<file path="config.mk">
export PLATFORM = sky130hd
export DESIGN_NAME = seg7_reader
export DESIGN_NICKNAME = d
export VERILOG_FILES = /design/src/rtl/seg7_pkg.sv /design/src/rtl/seg7_lut.sv /design/src/rtl/seg7_reader.sv
export SDC_FILE = /design/constraint.sdc
export NUM_CORES = 1
export LEC_CHECK = 0
export CORE_ASPECT_RATIO = 0.8
export CORE_MARGIN = 8
export CORE_UTILIZATION = 40
export DETAILED_ROUTE_END_ITERATION = 8
export PLACE_DENSITY = 0.64
export SYNTH_ARGS = -nofsm -noshare
export SYNTH_HDL_FRONTEND = slang
export SYNTH_SLANG_ARGS = --single-unit
</file>
<file path="constraint.sdc">
create_clock -name clk -period 2.5 [get_ports clk]
set_clock_uncertainty 0.05 [all_clocks]
set_input_delay 0.625 -clock clk [delete_from_list [all_inputs] [get_ports clk]]
set_output_delay 0.625 -clock clk [all_outputs]
set_load 0.01 [all_outputs]
</file>
<file path="src/rtl/seg7_pkg.sv">
// Shared definitions for the 7-segment reader: segment patterns (gfedcba),
// FSM state encoding and the decoded-pattern result type.
package seg7_pkg;

    localparam logic [6:0] SEG_0     = 7'h3F;
    localparam logic [6:0] SEG_1     = 7'h06;
    localparam logic [6:0] SEG_2     = 7'h5B;
    localparam logic [6:0] SEG_3     = 7'h4F;
    localparam logic [6:0] SEG_4     = 7'h66;
    localparam logic [6:0] SEG_5     = 7'h6D;
    localparam logic [6:0] SEG_6     = 7'h7D;
    localparam logic [6:0] SEG_7     = 7'h07;
    localparam logic [6:0] SEG_8     = 7'h7F;
    localparam logic [6:0] SEG_9     = 7'h6F;
    localparam logic [6:0] SEG_A     = 7'h77;
    localparam logic [6:0] SEG_B     = 7'h7C;
    localparam logic [6:0] SEG_C     = 7'h39;
    localparam logic [6:0] SEG_D     = 7'h5E;
    localparam logic [6:0] SEG_E     = 7'h79;
    localparam logic [6:0] SEG_F     = 7'h71;
    localparam logic [6:0] SEG_BLANK = 7'h00;

    localparam logic [1:0] ST_IDLE   = 2'd0;
    localparam logic [1:0] ST_SETTLE = 2'd1;
    localparam logic [1:0] ST_LOCKED = 2'd2;

    typedef struct packed {
        logic [3:0] value;
        logic       is_valid;
        logic       is_blank;
        logic       is_invalid;
    } seg_dec_t;

endpackage

</file>
<file path="src/rtl/seg7_lut.sv">
// Combinational segment-pattern to hex-digit decode; anything outside the
// table and not blank is reported invalid.
module seg7_lut
    import seg7_pkg::*;
(
    input  logic [6:0] pattern,
    output seg_dec_t   result
);

    // Pattern table lookup
    always_comb begin
        result.value      = 4'h0;
        result.is_valid   = 1'b1;
        result.is_blank   = 1'b0;
        result.is_invalid = 1'b0;
        case (pattern)
            SEG_0: result.value = 4'h0;
            SEG_1: result.value = 4'h1;
            SEG_2: result.value = 4'h2;
            SEG_3: result.value = 4'h3;
            SEG_4: result.value = 4'h4;
            SEG_5: result.value = 4'h5;
            SEG_6: result.value = 4'h6;
            SEG_7: result.value = 4'h7;
            SEG_8: result.value = 4'h8;
            SEG_9: result.value = 4'h9;
            SEG_A: result.value = 4'hA;
            SEG_B: result.value = 4'hB;
            SEG_C: result.value = 4'hC;
            SEG_D: result.value = 4'hD;
            SEG_E: result.value = 4'hE;
            SEG_F: result.value = 4'hF;
            SEG_BLANK: begin
                result.is_valid = 1'b0;
                result.is_blank = 1'b1;
            end
            default: begin
                result.is_valid   = 1'b0;
                result.is_invalid = 1'b1;
            end
        endcase
    end

endmodule

</file>
<file path="src/rtl/seg7_reader.sv">
// Samples segment lines, qualifies patterns over a stability window and
// decodes them. Optional sequence checker enabled by SEG_SEQ_CHECK_EN.
module seg7_reader
    import seg7_pkg::*;
#(
    parameter int STABLE_CYCLES = 4,
    parameter int CNT_W         = 8
) (
    input  logic             clk,
    input  logic             rst,
    input  logic [6:0]       seg_in,
    output logic [3:0]       digit,
    output logic             digit_valid,
    output logic             digit_stb,
    output logic             blank,
    output logic             invalid,
    output logic [CNT_W-1:0] change_cnt,
    output logic             seq_err
);

    localparam int STAB_W = $clog2(STABLE_CYCLES + 1);

    logic [6:0]        s_reg;
    logic [6:0]        cand;
    logic [6:0]        acc;
    logic [STAB_W-1:0] stab;
    logic [1:0]        state;
    logic              have_acc;
    logic              window_done;
    logic              accept;
    seg_dec_t          cand_dec;

    seg7_lut u_lut (
        .pattern (cand),
        .result  (cand_dec)
    );

    // Window closes on the edge where the count would reach STABLE_CYCLES,
    // giving STABLE_CYCLES+1 edges from seg_in change to strobe.
    always_comb begin
        window_done = (state == ST_SETTLE) && (s_reg == cand) &&
                      (stab == STAB_W'(STABLE_CYCLES - 1));
        accept      = window_done && (!have_acc || (cand != acc));
    end

    // Input sample, stability filter and state machine
    always_ff @(posedge clk) begin
        if (rst) begin
            s_reg <= 7'h00;
            cand  <= 7'h00;
            stab  <= '0;
            state <= ST_IDLE;
        end else begin
            s_reg <= seg_in;
            if (s_reg != cand) begin
                cand  <= s_reg;
                stab  <= STAB_W'(1);
                state <= ST_SETTLE;
            end else if (state == ST_SETTLE) begin
                stab <= stab + STAB_W'(1);
                if (window_done) begin
                    state <= ST_LOCKED;
                end else begin
                    state <= ST_SETTLE;
                end
            end else begin
                state <= state;
            end
        end
    end

    // Accepted pattern and decoded outputs
    always_ff @(posedge clk) begin
        if (rst) begin
            acc         <= 7'h00;
            have_acc    <= 1'b0;
            digit       <= 4'h0;
            digit_valid <= 1'b0;
            digit_stb   <= 1'b0;
            blank       <= 1'b0;
            invalid     <= 1'b0;
            change_cnt  <= '0;
        end else begin
            digit_stb <= 1'b0;
            if (accept) begin
                acc         <= cand;
                have_acc    <= 1'b1;
                digit_valid <= cand_dec.is_valid;
                blank       <= cand_dec.is_blank;
                invalid     <= cand_dec.is_invalid;
                if (cand_dec.is_valid) begin
                    digit      <= cand_dec.value;
                    digit_stb  <= 1'b1;
                    change_cnt <= change_cnt + CNT_W'(1);
                end else begin
                    digit <= digit;
                end
            end else begin
                acc <= acc;
            end
        end
    end

`ifdef SEG_SEQ_CHECK_EN
    logic [3:0] ref_digit;
    logic       have_ref;
    logic [3:0] next_exp;

    always_comb begin
        next_exp = (ref_digit >= 4'd9) ? 4'd0 : (ref_digit + 4'd1);
    end

    // Valid digits must count 0..9 in order; blank/invalid leave the reference alone
    always_ff @(posedge clk) begin
        if (rst) begin
            ref_digit <= 4'h0;
            have_ref  <= 1'b0;
            seq_err   <= 1'b0;
        end else if (accept && cand_dec.is_valid) begin
            ref_digit <= cand_dec.value;
            have_ref  <= 1'b1;
            if (have_ref && ((cand_dec.value > 4'd9) || (cand_dec.value != next_exp))) begin
                seq_err <= 1'b1;
            end else begin
                seq_err <= seq_err;
            end
        end else begin
            seq_err <= seq_err;
        end
    end
`else
    assign seq_err = 1'b0;
`endif

endmodule

</file>
==> impl_metrics.toml <==
[status]
outcome = "finished clean"

[drt]
firstDrtPassIters = 4
drc_errors = 0
drt_wl_total_mm = 4.54
post_drt_via_cell_ratio = 5.30
vias = 1854
postRouteAntennaNets = 0
drt-initial-drc-count = 115
post_drt_wl_per_cell_um = 13.0

[critical_path]
worstPathArrival_ns = 2.52
critPathMaxStageDelay_ns = 0.47
r2r-start = "cand[5]"
rr_worst_depth = 8
cpMostUsedCell = "buf_4"
critPathSlowestCell = "or4_1"
r2r_end = "change_cnt[5]"
crit_path_end = "change_cnt[5]"
critPathMaxFanout = 13
crit_type = "flip-flop to flip-flop"
r2r_slack_ns = 0.17
critPathLaunchType = "flip-flop"
crit_chain = "buf_4 -> nand2b_1 -> or3_1 -> a21o_1 -> nor4bb_2 -> buf_4 -> or4_1 -> a21oi_1"
critPathCaptureType = "flip-flop"
crit_required_ns = 2.68
critPathLaunch = "cand[5]"

[global_route]
grtUsageTotal_pct = 11.5
grt_start_max_net_pins = 46
grt_pass1_vias = 1719
antenna_found_initial = 0
grt-ovfl-total = 0
grtUsageMet1_pct = 14.5
grt_pass1_wl_mm = 7.73
gr-usage-met3_pct = 3.47
use_met2_pct = 18.9
grt-busiest-layer = "met2"

[yosys]
synth.distinct_cells = 50
ys_seq_area_share_pct = 39.7
synthCells = 256
async_reset_ff_share_pct = 0
ys.flop_type = "dfxtp_1"
postSynthAreaPerCell_um2 = 8.47
syn-cell-area_mm2 = 0.00217
yosysWarningCount = 0
synth_nets = 268
ys_seq_elements = 43
synth_edf_count = 0

[floorplan]
die-width_um = 98.3
ios = 26
fp.dieArea_mm2 = 0.00805
num_rows = 24
die_h_um = 81.9
start_util_pct = 40.6
fp.coreArea_mm2 = 0.00535

[sta]
setup_viol = 0
slew_headroom_pct = 65.8
hold_violations = 0
tightest_slew_ns = 0.505
tns_ns = 0
post-route-min-period_ns = 2.33
min_period_over_period_pct = 93.2
timing.fmax_mhz = 429
slew_viol_final = 0

[final_layout]
area_delta_synth_final_pct = 24.6
largest_reg_flops = 8
nets = 296
top_register = "change_cnt"
post_route_cells_drive_above_1_share_pct = 12.6
antenna_cells = 0

[pwr]
powerDensity_mw_per_mm2 = 548
fin_total_pwr_mw = 1.48
power_leakage_nw = 0.972
vdd_drop_max_mv = 0.309

[clock_network]
cts.sinks = 43
cts_buffer_depth = 2
root_buffer = "clkbuf_8"
numCtsBuffers = 5
clk_pin_slew_ns = 0.09
tritoncts = "yes"
cts_setup_buffers = 0
insertion_delay_ns = 0.30
ctsHtreeMaxLevel = 2

[place]
io_buffers = 24
hpwl_mm = 3.34
place_congestion = 0.840

[run]
timing.max_cap.violations = 0

[worst_hold_path]
hp-class = "flip-flop to flip-flop"
==> cell usage after synthesis, types with 2 or more instances <==
library cell / count / area, µm²
a211oi_1: 2 / 15.0
a21oi_1: 18 / 90.1
and2_1: 4 / 25.0
and3_1: 3 / 18.8
buf_2: 9 / 45.0
clkbuf_1: 11 / 41.3
dfxtp_1: 43 / 861
ha_1: 3 / 37.5
inv_1: 12 / 45.0
mux2i_1: 7 / 70.1
nand2_1: 14 / 52.6
nand2b_1: 4 / 25.0
nand3_1: 5 / 25.0
nand4_1: 7 / 43.8
nand4b_1: 2 / 17.5
nor2_1: 18 / 67.6
nor2b_1: 17 / 106
nor3_1: 6 / 30.0
o21ai_0: 8 / 40.0
o21ai_1: 2 / 10.0
o22ai_1: 2 / 12.5
o31ai_1: 6 / 45.0
o32ai_1: 3 / 26.3
or2_1: 2 / 12.5
or3_1: 3 / 18.8
or4_1: 7 / 52.6
xnor2_1: 9 / 78.8
xor2_1: 7 / 61.3
==> routing by layer <==
layer	vias up	share of wire (%)
met5	-	0
met4	0	0.68
met3	4	5.5
met2	48	44
met1	852	50
li1	950	-
==> report_power, final <==
group	switching [mW]	internal [mW]
combinational	0.0593	0.0559
sequential	0.0113	0.698
clock	0.253	0.405
==> through the flow <==
| step | hold slack [ns] | cells | setup slack (ns) | area, µm² | util, % |
|---|---|---|---|---|---|
| 3_5_place_dp | 0.392 | 342 | 0.185 | 2550 | 47.7 |
| 5_1_grt | 0.435 | 350 | -0.00161 | 2700 | 50.6 |
| 6_report | 0.401 | 350 | 0.169 | 2700 | 50.6 |
| 3_3_place_gp | 0.388 | 342 | 0.224 | 2550 | 47.7 |
| 2_1_floorplan | 0.376 | 256 | 0.251 | 2170 | - |
| 4_1_cts | 0.405 | 350 | 0.155 | 2690 | 50.4 |
==> worst min path at each step <==
stage / start / cells after the start / slack (ns) / to
2_1_floorplan: have_acc / 2 / 0.38 / have_acc
3_3_place_gp: invalid / 2 / 0.39 / invalid
3_5_place_dp: invalid / 2 / 0.39 / invalid
4_1_cts: invalid / 2 / 0.40 / invalid
5_1_grt: invalid / 2 / 0.44 / invalid
6_report: invalid / 2 / 0.40 / invalid
==> kinds of logic after synthesis <==
kind of cell               synth area share [%]
buffers and inverters                      7.09
DFF                                        39.7
AOI/OAI and AO/OA                          15.5
and+or+nand+nor                            26.2
muxes                                      3.23
adders and majority gates                  1.73
other                                     0.173
xor gates and xnor gates                   6.46
==> repair_timing <==
item	CTS	global route
hold buffers	0	0
setup endpoints to repair	0	2
gates resized for setup	0	3
==> cells in the final DEF (no fill, tap or decap), types with 2 or more instances in the layout <==
cell type and count:
and2_1 4, and3_1 3, o32ai_1 3, o31ai_1 6, ha_1 3, nor2_1 18
nand2b_1 4, clkbuf_8 5, xnor2_1 9, clkdlybuf4s50_1 24, nor2b_1 17, nand4_1 7
nand3_1 5, o21ai_1 2, mux2i_1 7, a211oi_1 2, or3_1 2, or2_1 2
or4_1 7, bufinv_16 2, buf_4 19, xor2_1 7, o22ai_1 2, nand2_1 14
inv_1 12, nand4b_1 2, o21ai_0 8, nor3_1 6, a21oi_1 18, dfxtp_1 42
==> layout make-up <==
type / instances / area (µm²)
Multi-Input combinational cell: 178 / 1170
Timing Repair Buffer: 44 / 403
Fill cell: 531 / 2640
Tap cell: 65 / 81.3
Sequential cell: 43 / 862
Clock buffer: 5 / 68.8
Clock inverter: 3 / 71.3
Inverter: 12 / 45.0
==> critical path, delay by kind of cell (launching register included) <==
family,cells,cell delay (ns)
flops,1,0.33
buf+inv,2,0.38
compound gates,2,0.36
simple gates,4,1.16
Power figures use the tool's default switching activity.
